<file path="src/rtl/seg7_pkg.sv">
// Shared constants for the 4-digit 7-segment scan driver.
// Segment patterns are {g,f,e,d,c,b,a}, active-high.
package seg7_pkg;

    localparam logic [6:0] SEG_0     = 7'h3F;
    localparam logic [6:0] SEG_1     = 7'h06;
    localparam logic [6:0] SEG_2     = 7'h5B;
    localparam logic [6:0] SEG_3     = 7'h4F;
    localparam logic [6:0] SEG_4     = 7'h66;
    localparam logic [6:0] SEG_5     = 7'h6D;
    localparam logic [6:0] SEG_6     = 7'h7D;
    localparam logic [6:0] SEG_7     = 7'h07;
    localparam logic [6:0] SEG_8     = 7'h7F;
    localparam logic [6:0] SEG_9     = 7'h6F;
    localparam logic [6:0] SEG_DASH  = 7'h40;
    localparam logic [6:0] SEG_BLANK = 7'h00;

    localparam logic [1:0] DIG_SEC1  = 2'd0;
    localparam logic [1:0] DIG_SEC10 = 2'd1;
    localparam logic [1:0] DIG_MIN1  = 2'd2;
    localparam logic [1:0] DIG_MIN10 = 2'd3;

    function automatic logic [3:0] dig_onehot(input logic [1:0] i);
        return 4'b0001 << i;
    endfunction

endpackage

</file>
<file path="src/rtl/bcd_to_seg7.sv">
// Combinational BCD to 7-segment decoder.
// Codes 10..15 render as a dash so bad upstream data is visible.
module bcd_to_seg7
    import seg7_pkg::*;
(
    input  logic [3:0] bcd,
    output logic [6:0] seg
);

    always_comb begin
        seg = SEG_DASH;
        case (bcd)
            4'd0:    seg = SEG_0;
            4'd1:    seg = SEG_1;
            4'd2:    seg = SEG_2;
            4'd3:    seg = SEG_3;
            4'd4:    seg = SEG_4;
            4'd5:    seg = SEG_5;
            4'd6:    seg = SEG_6;
            4'd7:    seg = SEG_7;
            4'd8:    seg = SEG_8;
            4'd9:    seg = SEG_9;
            default: seg = SEG_DASH;
        endcase
    end

endmodule

</file>
<file path="src/rtl/seg7_scan_driver.sv">
// Time-multiplexed 4-digit display driver with per-frame snapshot and blinking dot.
// Optional leading-zero blanking: define SEG7_LZ_BLANK_EN.
module seg7_scan_driver
    import seg7_pkg::*;
#(
    parameter int DWELL_CYC  = 1,
    parameter int BLINK_HALF = 500
) (
    input  logic       CLK,
    input  logic       RESET,
    input  logic [3:0] MIN_S10,
    input  logic [3:0] MIN_S1,
    input  logic [3:0] SEC_S10,
    input  logic [3:0] SEC_S1,
    output logic [7:0] SEG,
    output logic [3:0] COM,
    output logic       FRAME
);

    localparam int DW = (DWELL_CYC > 1) ? $clog2(DWELL_CYC) : 1;
    localparam int BW = (BLINK_HALF > 1) ? $clog2(BLINK_HALF) : 1;
    localparam logic [DW-1:0] DWELL_LAST = DW'(DWELL_CYC - 1);
    localparam logic [BW-1:0] BLINK_LAST = BW'(BLINK_HALF - 1);

    logic [DW-1:0] dwell;
    logic [1:0]    idx;
    logic [BW-1:0] blink;
    logic          dot;
    logic [15:0]   snap;
    logic          first;

    logic [15:0]   in_word;
    logic [15:0]   src_word;
    logic [3:0]    cur;
    logic [6:0]    dec;
    logic [6:0]    glyph;
    logic          dwell_wrap;
    logic          take;

    assign in_word    = {MIN_S10, MIN_S1, SEC_S10, SEC_S1};
    assign dwell_wrap = (dwell == DWELL_LAST);
    assign take       = first | (dwell_wrap & (idx == DIG_MIN10));

    // On the very first edge the snapshot register is still empty,
    // so display straight from the inputs being captured.
    assign src_word = first ? in_word : snap;
    assign cur      = src_word[{idx, 2'b00} +: 4];

    bcd_to_seg7 u_dec (
        .bcd (cur),
        .seg (dec)
    );

    always_comb begin
        glyph = dec;
`ifdef SEG7_LZ_BLANK_EN
        if (idx == DIG_MIN10 && src_word[15:12] == 4'd0)
            glyph = SEG_BLANK;
        if (idx == DIG_MIN1 && src_word[15:12] == 4'd0
            && src_word[11:8] == 4'd0)
            glyph = SEG_BLANK;
`endif
    end

    always_ff @(posedge CLK) begin
        if (RESET) begin
            dwell <= '0;
            idx   <= DIG_SEC1;
            first <= 1'b1;
            snap  <= '0;
        end else begin
            first <= 1'b0;
            if (dwell_wrap) begin
                dwell <= '0;
                idx   <= idx + 2'd1;
            end else begin
                dwell <= dwell + 1'b1;
            end
            if (take)
                snap <= in_word;
        end
    end

    // Free-running blink timebase, independent of the scan.
    always_ff @(posedge CLK) begin
        if (RESET) begin
            blink <= '0;
            dot   <= 1'b0;
        end else if (blink == BLINK_LAST) begin
            blink <= '0;
            dot   <= ~dot;
        end else begin
            blink <= blink + 1'b1;
        end
    end

    always_ff @(posedge CLK) begin
        if (RESET) begin
            SEG   <= 8'h00;
            COM   <= 4'b0000;
            FRAME <= 1'b0;
        end else begin
            SEG   <= {(idx == DIG_MIN1) & dot, glyph};
            COM   <= dig_onehot(idx);
            FRAME <= take;
        end
    end

endmodule

</file>
<file path="config.mk">
export PLATFORM = sky130hd
export DESIGN_NAME = seg7_scan_driver
export DESIGN_NICKNAME = d
export VERILOG_FILES = /design/src/rtl/seg7_pkg.sv /design/src/rtl/bcd_to_seg7.sv /design/src/rtl/seg7_scan_driver.sv
export SDC_FILE = /design/constraint.sdc
export NUM_CORES = 1
export LEC_CHECK = 0
export ABC_AREA = 1
export CAP_MARGIN = 0
export CORE_MARGIN = 4
export CORE_UTILIZATION = 41
export CTS_BUF_LIST = sky130_fd_sc_hd__clkbuf_8
export CTS_CLUSTER_DIAMETER = 120
export CTS_CLUSTER_SIZE = 40
export DETAILED_ROUTE_END_ITERATION = 6
export SKIP_LAST_GASP = 1
export SLEW_MARGIN = 10
export SYNTH_ARGS = -nofsm -noshare
export SYNTH_HDL_FRONTEND = slang
export SYNTH_SLANG_ARGS = --single-unit
</file>
<file path="constraint.sdc">
create_clock -name CLK -period 3.75 [get_ports CLK]
set_input_delay 0.375 -clock CLK [delete_from_list [all_inputs] [get_ports CLK]]
set_output_delay 0.375 -clock CLK [all_outputs]
set_load 0.01 [all_outputs]
</file>
==> results.md, run 1 <==
CTS:
- The clock transition at the registers of the reported paths is 80 ps.
- TritonCTS built the clock tree.
- Clock tree synthesis found a total of 43 sinks.
- The deepest clock path buffer count is 2.
- The clock tree synthesis step divided the H-tree into 2 levels.
- The clock root buffer is clkbuf_8.
- Post-CTS timing repair inserted 0 buffers for setup.
- The number of hold buffers added after CTS was 0.
- The clock buffer count from CTS is 5.
- The number of cells upsized or downsized after cts is 0.
- The clock latency reported for the late side of the worst-skew pair is 300 ps.

Timing:
- In the finished design, the share of the clock period the worst path needs comes to 0.5657.
- The worst pin sits at a relative slew slack of 0.5866.
- The count of endpoints failing setup in the final report is 0.
- The time the final worst path needs with I/O delays and setup is 2121 ps.
- Static timing analysis puts the maximum clock frequency at 471.4 MHz.
- For the final database, setup skew stands at 10.02 ps.
- The final number of max-transition violations is 0.
- The setup TNS is 0 ps.
- Setup repair after global routing left no endpoint under its margin.
- At the pin with the least slew margin, the transition time is 619.2 ps.
- The hold violation count in the final report was 0.

Flow run:
- Max-cap violations in this run came to 0.

Global route:
- The largest net degree at the start of global routing is 20.
- The first global-routing pass estimated ~7300 µm of wire.
- The number of antenna violations at the first check in global routing is 0.
- The total overflow left after global routing is 0.
- The via count of the first global-routing pass is 1638.
- The aggregate global-route resource usage is 0.1468.

Critical path:
- The reg2reg setup slack is 1630 ps.
- For the worst setup path, the data required time is 3930 ps.
- STA classifies the critical path startpoint as a flip-flop.
- The kind of end point of the critical path is a flip-flop.
- The data arrival time of the critical path is 2300 ps.
- The kind of critical path is reg2reg.
- In this run the worst path has a maximum fanout of 16.

Floorplan:
- The top-level port count is 31.
- The floorplan step defined a core boundary enclosing 4848 µm².
- In this run the horizontal extent of the chip is 79.80 µm.
- The die is 79.80 µm tall.
- The effective utilization at floorplan is 0.4359.
- The row count is 25.
- The area of the die is around 6400 µm².

Route:
- The iteration count of the initial detailed-routing pass is 4.
- Using the TritonRoute via totals, the vias-per-cell ratio works out to 4.632.
- The uppermost layer routed is met4.
- For this run, design rule violations remaining after detail routing come to 0.
- After detailed routing, the average wire length per cell comes to 10.83 µm.
- Wire segments on met2 add up to between 1500 and 2000 µm in the final route.
- The wire length the detailed router placed on met1 is between 2000 and 2500 µm.
- The via total after detailed routing is 1760.
- The routed wire length on met3 is around 180 µm.
- The post-route antenna net violation count is 0.
- For this block, the initial DRC count from the detailed router was 69.
- The detailed-route wire length is about 4100 µm.

Yosys:
- The synthesized design spends more area on one cell type than any other, namely dfxtp_1.
- The post-synthesis cell area is 2113 µm².
- The most used standard cell by instance count after synthesis is nand2_1.
- By area the synthesized netlist is led by dfxtp_1 41%, nand2_1 12%, inv_1 6.7%.
- The top flip-flop cell by instance count after synthesis is dfxtp_1.
- The synthesized design contains 43 register bits.
- In the synthesized netlist the async set-or-reset flop fraction comes to 0.
- In the synthesized netlist, the cells that appear most often are 65 x nand2_1, 43 x dfxtp_1, 38 x inv_1, 25 x nand3_1, 16 x a21oi_1.
- The proportion of synthesized chip area in sequential cells is 0.4073.
- Counting distinct cell types in the post-synthesis netlist gives 36.
- The synthesis warning total is 0.
- The post-synthesis cell count is 282.
- Yosys mapped a number of flops with a built-in enable equal to 0.
- Of the post-synthesis cell area, the dominant cell type holds 0.4073.
- The net count of the mapped netlist is between 300 and 400.
- After synthesis, the mean cell area works out to 7.494 µm².

Power:
- Dividing total power by cell area gives a power density of between 400 and 500 nW/µm².
- The power share of the clock group is 0.365.
- The share of total power dissipated in sequential elements is 0.443.
- The cell-internal power is 850.7 µW.
- Of the total power, the share spent switching nets is 0.2612.
- The maximum ir drop on the vdd rail is 189.5 µV.
- Of the total power, combinational logic draws 0.191.
- The switching power total is 300.7 µW.
- The total leakage power is 0.001158 µW.

Final layout:
- The area growth from synthesis to layout is 22.20%.
- The ratio of cells with drive above 1 in the final layout is 0.1150.
- The post-route cell area is 2582 µm².
- The repair_antennas step left the layout with diodes totalling 0.
- The final layout contains 339 nets.

Worst hold path:
- The worst min-delay path category is reg2reg.

Place:
- The weighted congestion reported at the end of routability-driven placement is 0.7813.
- The HPWL after detailed placement is roughly 3000 µm.
- The placed instances occupy a cell area of 2450 µm².
- The count of buffers added on input and output ports is 30.

Outcome:
- The run finished with clean final reports.
-- registers in the layout, indices dropped and copies added, names as in the netlist --
name	cells
COM	4
FRAME	1
SEG	8
blink	9
dot	1
dwell	1
first	1
idx	2
snap	16
-- layout by cell type, fill, tap and decap left out, drive strengths merged --
cell type       n
dfxtp          43
nand2          73
nand4           2
nor3            4
buf             2
or2             2
nand3b          2
or3             1
o21ai          18
nand3          28
inv            43
a21oi          21
o211ai          4
conb            1
nor3b           3
ha              9
xor2            1
clkbuf          5
clkdlybuf4s50  30
bufinv          2
clkinv          1
nor2           16
a221oi          2
-- per-stage QoR --
stage | hold WS, ps | util | setup WS (ps) | std cells | power [µW]
finish | 455.2 | 0.5326 | 1629 | 380 | 1151
global route | 471.6 | 0.5326 | 1373 | 380 | 1223
CTS | 457.3 | 0.5326 | 1614 | 380 | 1169
detailed placement | 439.6 | 0.5053 | 1620 | 372 | 743.9
global placement | 441.8 | 0.5053 | 1593 | 372 | 742.4
floorplan | 402.7 | - | 2095 | 282 | 669.0
-- path summary, 6_finish.rpt --
kind,from,to,cells past startpoint
max,idx[0],SEG[3],11
min,dot,SEG[7],2
max reg2reg,idx[0],SEG[3],11
min reg2reg,dot,SEG[7],2
-- power groups by stage --
stage / logic [µW] / registers, µW / clock network (µW)
4_1_cts: 223 / 511 / 435
6_report: 220 / 511 / 421
2_1_floorplan: 148 / 521 / 0
3_5_place_dp: 222 / 522 / 0
5_1_grt: 253 / 516 / 454
3_3_place_gp: 221 / 522 / 0
-- cell families (layout without fill, tap and decap cells) --
kind of cell | after synthesis | count (layout) | share of synthesized area
AOI/OAI and AO/OA | 45 | 45 | 0.1291
xor gates and xnor gates | 1 | 1 | 0.004145
adders and majority gates | 9 | 9 | 0.05329
buffers and inverters | 52 | 83 | 0.1072
DFF | 43 | 43 | 0.4073
other | 1 | 1 | 0.001774
and+or+nand+nor | 131 | 131 | 0.2972
-- routing by layer --
metal	global-route usage	vias up
met5	0	-
met4	0.06081	0
met3	0.04063	6
met2	0.2346	34
met1	0.1857	761
li1	-	959
-- critical path, stage by stage, from the launching register on --
cell and delay (ps):
dfxtp_1 720, inv_2 230, nand3_1 140, nand2_1 60
nand2_1 50, nand2_1 130, inv_1 150, ha_1 240
nand3_1 100, nand2_1 60, nand2_1 70, a21oi_2 50
-- cell type report --
class | count | area, µm²
timing repair buffer | 32 | 315.3
inverter | 43 | 163.9
multi-input combinational | 187 | 1026
clock buffer | 5 | 68.82
sequential | 43 | 860.8
fill | 475 | 2266
tap | 67 | 83.83
clock inverter | 3 | 63.81
No activity file was read; power rests on OpenSTA's default activity.
==> run 2: changes to the inputs <==
- clock period: 3.75 -> 2.15 ns (I/O delays scaled with it)
==> run 2 against run 1 <==
Effect of this change:
- worst hold slack worse by 1.8 ps
- register-to-register slack worse by 1300 ps
- worst setup slack got worse by 1300 ps
- critical endpoint unchanged
==> results.md, run 2 (synthesis results as in run 1) <==
Outcome:
- The flow ran to the end, and the final reports show no timing, DRC or antenna violations.

Final layout:
- The flip-flop count of the largest register, all copies and words added is 16 (unchanged).
- The growth of design area from synthesis to finish is 23.98%.
- The register with the most flip-flops in the final layout is snap.
- The leading cell type in the layout, fill and taps excluded is nand2_1.
- The ratio of cells with drive above 1 in the final layout is 0.1289 (+0.01391).
- The largest registers in the layout are snap (16), blink (9), SEG (8).
- The antenna cell count is 0 (unchanged).
- The number of fill cells is 475 (unchanged).
- The final-stage net count is 344 (+1.5%).
- Leaving out fill and tap cells, the most frequent cells in the layout are 65 x nand2_1, 43 x dfxtp_1, 39 x inv_1.

Critical path:
- The worst setup path is launched from a flip-flop.
- The data required time at the worst endpoint was 2340 ps (-1590 ps).
- The biggest fanout along the worst timing path is 8 (-8).
- The kind of critical path is reg2reg.
- The worst flop-to-flop path startpoint is idx[0].
- The data arrival time of the critical path is 2040 ps (-260 ps).
- The kind of end point of the critical path is a flip-flop.
- The number of cell instances on the worst register-to-register path came to 11 (unchanged).
- The capturing point of the worst reg2reg path is SEG[3].
- The reg2reg setup slack is 300 ps (-1330 ps).

CTS:
- The root buffer cell chosen for the clock tree is clkbuf_8.
- The total clock sinks is 43 (unchanged).
- The clock buffer count from CTS is 5 (unchanged).
- The deepest level of the CTS H-tree is 2 (unchanged).
- The deepest clock path buffer count is 2 (unchanged).
- The number of post-CTS setup repair buffers is 0 (unchanged).
- The clock transition at the registers of the reported paths is 80 ps (about the same).
- The clock latency reported for the late side of the worst-skew pair is 290 ps (about the same).
- The number of buffers inserted by hold repair at cts was 0 (unchanged).
- The number of cells upsized or downsized after cts is 0 (unchanged).
- The CTS tree is built.

Timing:
- The headroom to the max-slew limit is 0.6529 (+0.06628).
- The worst hold slack is 453.4 ps (-1.813 ps).
- The worst clock skew on the final layout is 6.300 ps (-3.717 ps).
- The upper clock frequency limit is 539.4 MHz (+14%).
- The time the final worst path needs with I/O delays and setup is 1854 ps (-267.5 ps).
- The hold violation count in the final report is 0 (unchanged).
- The final number of max-transition violations is 0 (unchanged).
- Setup repair after global routing left no endpoint under its margin.
- The portion of the clock cycle consumed by the worst path in the final layout was 0.8623 (+0.2966).
- The setup TNS is 0 ps (unchanged).
- The pin slew with the least headroom to its limit is 517.5 ps (-101.8 ps).
- The count of endpoints failing setup in the final report is 0 (unchanged).

Global route:
- The aggregate global-route resource usage is 0.1448 (-0.001994).
- The global route total overflow was 0 (unchanged).
- The number of antenna violations at the first check in global routing is 0 (unchanged).
- The met1 track demand over resource is 0.1883 (+0.002610).
- The largest net degree at the start of global routing was 19 (-5.0%).
- The peak-usage layer in the global routing report is met2.
- The via count of the first global-routing pass came to 1635 (-0.18%).
- The global-route track usage on met3 is 0.03837 (-0.002257).
- The first-pass GRT wire length is 7293 µm (-0.37%).
- The met2 track demand over resource is 0.2337 (-0.0008347).

Place:
- The weighted congestion reported at the end of routability-driven placement is 0.7402 (-5.3%).
- The half-perimeter wire length after placement is 3035 µm (+2.0%).
- The number of port buffers is 30 (unchanged).

Floorplan:
- The row count was 25 (unchanged).
- The area of the placeable core is 4848 µm² (unchanged).
- The floorplan die height is 79.80 µm (unchanged).
- The area of the die is 6367 µm² (unchanged).
- The die boundary width is 79.80 µm (unchanged).
- The effective utilization at floorplan was 0.4359 (unchanged).
- The top-level port count is 31 (unchanged).

Route:
- The count of routing violations after the opening detailed-route iteration is 40 (-42%).
- The routed wirelength normalized by instance count is 10.75 µm (-0.82%).
- The iteration count of the initial detailed-routing pass is 4 (unchanged).
- The vias per cell was 4.603 (-0.63%).
- The detailed-route wire length is 4137 µm (+0.49%).
- The remaining routing DRC violations is 0 (unchanged).
- The via total after detailed routing is 1772 (+0.68%).
- The post-route antenna net violation count was 0 (unchanged).

Power:
- The cell-internal power came to 1492 µW (+75%).
- The part of the power in combinational logic was 0.200 (+0.009).
- The switching power total was 530.8 µW (+77%).
- The maximum ir drop on the vdd rail is 421.8 µV (+120%).
- The power per unit of standard cell area is 772.2 nW/µm² (+73%).
- The switching share of power is 0.2624 (+0.001221).
- The sequential fraction of design power is 0.436 (-0.007).
- The power share of the clock group is 0.364 (about the same).
- The total leakage power was 0.001183 µW (+2.2%).
- The overall power is 2023 µW (+76%).

Flow run:
- The number of maximum-capacitance violations is 0 (unchanged).

Worst hold path:
- The worst hold path endpoint is SEG[7].
- The worst min-delay path category is reg2reg.
- The worst hold path depth is 2 (unchanged).
- The hold path startpoint is dot.
## run 2: cell count changes in the layout (fill, tap and decap cells not counted), sizes merged
| cell | delta |
|---|---|
| buf | +5 |
## run 2: critical path: stages, from the launching register on
cell and delay (ps):
dfxtp_1 460, buf_4 210, nand3_1 90, nand2_1 70
nand2_1 50, nand2_1 170, inv_1 120, ha_1 300
nand3_1 100, nand2_1 60, nand2_1 60, a21oi_2 50
## run 2: worst max path at each step
stage | from | end
4_1_cts | idx[0] | SEG[3]
5_1_grt | idx[0] | SEG[3]
3_5_place_dp | MIN_S1[0] | SEG[3]
6_report | idx[0] | SEG[3]
3_3_place_gp | MIN_S1[0] | SEG[3]
2_1_floorplan | idx[0] | SEG[3]
## run 2: per-layer routing
layer	wire length, µm	share of wire	vias up
met2	1823	0.44	26
met4	57	0.014	0
met1	2080	0.50	770
met5	0	0	-
li1	-	-	969
met3	175	0.042	7
## run 2: power groups by stage
| stage | registers [µW] | clock network (µW) | logic, µW |
|---|---|---|---|
| after floorplan | 909 | 0 | 258 |
| after global placement | 901 | 0 | 404 |
| after detailed placement | 901 | 0 | 406 |
| after CTS | 882 | 765 | 408 |
| after global routing | 889 | 795 | 461 |
| final | 881 | 737 | 405 |
## run 2: through the flow
| step | instance area (µm²) | utilization | worst slack [ps] | instances |
|---|---|---|---|---|
| final | 2620 | 0.5404 | 296.1 | 385 |
| after global routing | 2620 | 0.5404 | 132.0 | 385 |
| after CTS | 2620 | 0.5404 | 300.5 | 385 |
| after detailed placement | 2487 | 0.5130 | 220.5 | 377 |
| after global placement | 2487 | 0.5130 | 239.4 | 377 |
| after floorplan | 2113 | - | 494.9 | 282 |
## run 2: area by class of cell
type,count,area [µm²],area share
timing repair buffer,37,352.8,0.1347
multi-input combinational,187,1026,0.3916
tap,67,83.83,0.03200
clock buffer,5,68.82,0.02627
sequential,43,860.8,0.3286
clock inverter,3,63.81,0.02436
inverter,43,163.9,0.06256
==> run 3: changes to the inputs <==
- SYNTH_HIERARCHICAL: unset -> 1
==> run 3 against run 2 <==
Effect of this change:
- cell count grew 9.4%
- routed wire length shrank 1.0%
- critical path type unchanged
- critical endpoint unchanged
- largest cell class unchanged
- maximum frequency shrank 1.2%
- worst setup slack lost 22 ps
- synthesized cell count grew 13%
- total power shrank 9.0%
==> results.md, run 3 <==
Route:
- The count of routing violations after the opening detailed-route iteration came to 73 (+83%).
- The vias per cell is 4.454 (-3.2%).
- The post-route antenna net violation count is 0 (unchanged).
- The via total after detailed routing is 1875 (+5.8%).
- The remaining routing DRC violations is 0 (unchanged).
- The routed wirelength normalized by instance count is 9.724 µm (-9.5%).
- The iteration count of the initial detailed-routing pass is 4 (unchanged).
- The detailed-route wire length is 4094 µm (-1.0%).

Critical path:
- The critical path goes through buf_4 > nor2_1 > nor2_1 > nand2_1 > nand2_1 > nand2_1 > nand2_1 > inv_1 > ha_1 > nand2_1 > nand2_1 > nand2_1 > nand2_1 > inv_1 > nor2_1.
- The cell with the largest stage delay on the worst path is dfxtp_1.
- The total buffers and inverters traversed by the critical path came to 3 (+1).
- The biggest fanout along the worst timing path is 19 (+11).
- The delay of the slowest cell on the worst path came to 350 ps (-110 ps).
- The data arrival time of the critical path is 2060 ps (+20 ps).
- The cell that appears most often on the critical path is nand2_1.
- The data required time at the worst endpoint is 2330 ps (about the same).
- The kind of critical path is reg2reg.
- The kind of end point of the critical path is a flip-flop.
- The cell family contributing the most delay on the critical path is simple AND/OR/NAND/NOR gates.
- The worst setup path is launched from a flip-flop.

Final layout:
- The footprint of the flip-flops and latches is 860.8 µm² (unchanged).
- The antenna cell count is 0 (unchanged).
- The number of fill cells is 519 (+9.3%).
- The top cell types in the final layout, fill and taps aside, are 96 x nand2_1, 46 x inv_1, 43 x dfxtp_1.
- The flip-flop count of the largest register, all copies and words added came to 16 (unchanged).
- The leading cell type in the layout, fill and taps excluded is nand2_1.
- The area of combinational cells with multiple inputs was 985.9 µm² (-3.9%).
- The register bank with the most flops is snap.
- The post-route cell area came to 2591 µm² (-1.1%).
- The ratio of cells with drive above 1 in the final layout is 0.06497 (-0.06396).
- The largest registers in the layout are snap (16), blink (9), SEG (8).
- The growth of design area from synthesis to finish is 23.94% (about the same).
- The final-stage net count is 380 (+10%).

Timing:
- The final number of max-transition violations is 0 (unchanged).
- Setup repair after global routing left no endpoint under its margin.
- The portion of the clock cycle consumed by the worst path in the final layout is 0.8726 (+0.01036).
- The hold violation count in the final report was 0 (unchanged).
- The post-route worst setup slack was 273.8 ps (-22.27 ps).
- The upper clock frequency limit is 533.0 MHz (-1.2%).
- The count of endpoints failing setup in the final report was 0 (unchanged).
- The setup TNS is 0 ps (unchanged).
- The time the final worst path needs with I/O delays and setup came to 1876 ps (+22.26 ps).
- The worst clock skew on the final layout is 4.927 ps (-1.373 ps).

Global route:
- The largest net degree at the start of global routing is 25 (+6).
- The first-pass GRT wire length is 7293 µm (unchanged).
- The global route total overflow came to 0 (unchanged).
- The aggregate global-route resource usage is 0.1451 (+0.0002860).
- The number of antenna violations at the first check in global routing is 0 (unchanged).
- The via count of the first global-routing pass is 1727 (+5.6%).

Place:
- The weighted congestion reported at the end of routability-driven placement is 0.7642 (+3.2%).
- The worst slack at placement is 197.9 ps (-22.57 ps).
- The number of port buffers is 30 (unchanged).
- The area of placed instances is 2491 µm² (+0.15%).
- The half-perimeter wire length after placement was 2996 µm (-1.3%).

Floorplan:
- The area of the placeable core is 4817 µm² (-0.65%).
- The area of the die came to 6306 µm² (-0.96%).
- The die boundary width is 79.41 µm (-0.48%).
- The row count is 25 (unchanged).
- The top-level port count is 31 (unchanged).
- The effective utilization at floorplan came to 0.4340 (-0.001845).
- The floorplan die height is 79.41 µm (-0.48%).

Yosys:
- In the synthesized netlist, the cells that appear most often are 96 x nand2_1, 45 x inv_1, 43 x dfxtp_1, 42 x nor2_1, 26 x a21oi_1.
- The post-synthesis cell count is 318 (+13%).
- The proportion of synthesized chip area in sequential cells came to 0.4117 (+0.004388).
- The number of distinct library cells after synthesis is 21 (-42%).
- The portion of synthesized cell area occupied by the leading cell type is 0.4117 (+0.004388).
- The fraction of registers with async set/reset came to 0 (unchanged).
- The number of flops mapped to enable cells by yosys is 0 (unchanged).
- The post-synthesis cell area is 2091 µm² (-1.1%).
- The top flip-flop cell by instance count after synthesis is dfxtp_1.
- The biggest area contributor in the post-synthesis netlist is dfxtp_1.
- The synthesis-stage register bit count is 43 (unchanged).
- The synthesized area divided by synthesized cell count is 6.575 µm² (-12%).
- The net count of the mapped netlist is 345 (+12%).
- By area the synthesized netlist is led by dfxtp_1 41%, nand2_1 17%, inv_1 8.1%.
- Yosys instantiated no cell more often than nand2_1.
- The synthesis warning total is 6 (+6).

Worst hold path:
- The worst min-delay path category is reg2reg.

Flow run:
- The number of maximum-capacitance violations is 0 (unchanged).

CTS:
- The clock buffer count from CTS was 5 (unchanged).
- The total clock sinks is 43 (unchanged).
- The clock root buffer is clkbuf_8.
- The deepest level of the CTS H-tree was 2 (unchanged).
- The clock latency reported for the late side of the worst-skew pair came to 290 ps (about the same).
- The number of cells upsized or downsized after cts is 0 (unchanged).
- The number of buffers inserted by hold repair at cts is 0 (unchanged).
- The number of post-CTS setup repair buffers is 0 (unchanged).
- The deepest clock path buffer count is 2 (unchanged).
- TritonCTS built the clock tree.
- The clock transition at the registers of the reported paths is 80 ps (about the same).

Power:
- The total leakage power is 0.001244 µW (+5.2%).
- The power per unit of standard cell area is 710.7 nW/µm² (-8.0%).
- The maximum ir drop on the vdd rail was 282.1 µV (-33%).

Outcome:
- The run finished with clean final reports.
## run 3: cell types whose count changed after synthesis, moves of 4 or more
cell and change:
a21oi_1 +10, a21oi_2 -5, buf_2 +4, inv_1 +7, nand2_1 +31, nand2_2 -5, nand3_1 -13, nor2_1 +31
o21ai_0 -5, o21ai_1 +8
## run 3: worst min-delay path, cell delays in order, from the launching register on
cell and delay [ps]:
dfxtp_1 330, nand2_1 60, nor2_1 30
## run 3: path summary, 6_finish.rpt
path	slack (ps)	depth (start not counted)	start	end
setup / recovery	270	15	first	SEG[3]
hold / removal	450	2	dot	SEG[7]
setup reg to reg	270	15	first	SEG[3]
hold reg to reg	450	2	dot	SEG[7]
## run 3: cell families after synthesis
group / count (synthesis) / synth area share
AOI/OAI and AO/OA: 47 / 0.1137
DFF: 43 / 0.4117
and+or+nand+nor: 158 / 0.2980
other: 1 / 0.001794
xor gates and xnor gates: 1 / 0.004190
adders and majority gates: 9 / 0.05386
buffers and inverters: 59 / 0.1167
## run 3: area by class of cell
type	instances	area share
Sequential cell	43	0.3322
Clock inverter	1	0.001449
Multi-Input combinational cell	216	0.3805
Clock buffer	7	0.03718
Tap cell	67	0.03235
Timing Repair Buffer	39	0.1468
Inverter	48	0.06953
## run 3: power by group
group / switching [µW] / internal [µW] / total, µW / leakage, µW
logic: 222 / 182 / 404 / 0.000833
clock network: 269 / 289 / 558 / 0.0000557
registers: 24.0 / 856 / 880 / 0.000355
total: 515 / 1330 / 1840 / 0.00124
## run 3: through the flow
stage          hold WS (ps)    util  total power [µW]  instances
4_1_cts               453.3  0.5379              1874        421
3_5_place_dp          442.2  0.5171              1307        413
3_3_place_gp          439.9  0.5171              1304        413
6_report              453.0  0.5379              1842        421
2_1_floorplan         242.7       -              1158        318
5_1_grt               484.3  0.5379              1960        421
## run 3: layer usage
layer	vias to the layer above	GRT usage	routed length, µm	part of all wire
met5	-	0	0	0
met1	805	0.1782	2017	0.49
met3	7	0.03612	169	0.041
met4	0	0.06186	72	0.018
met2	25	0.2407	1835	0.45
li1	1038	-	-	-
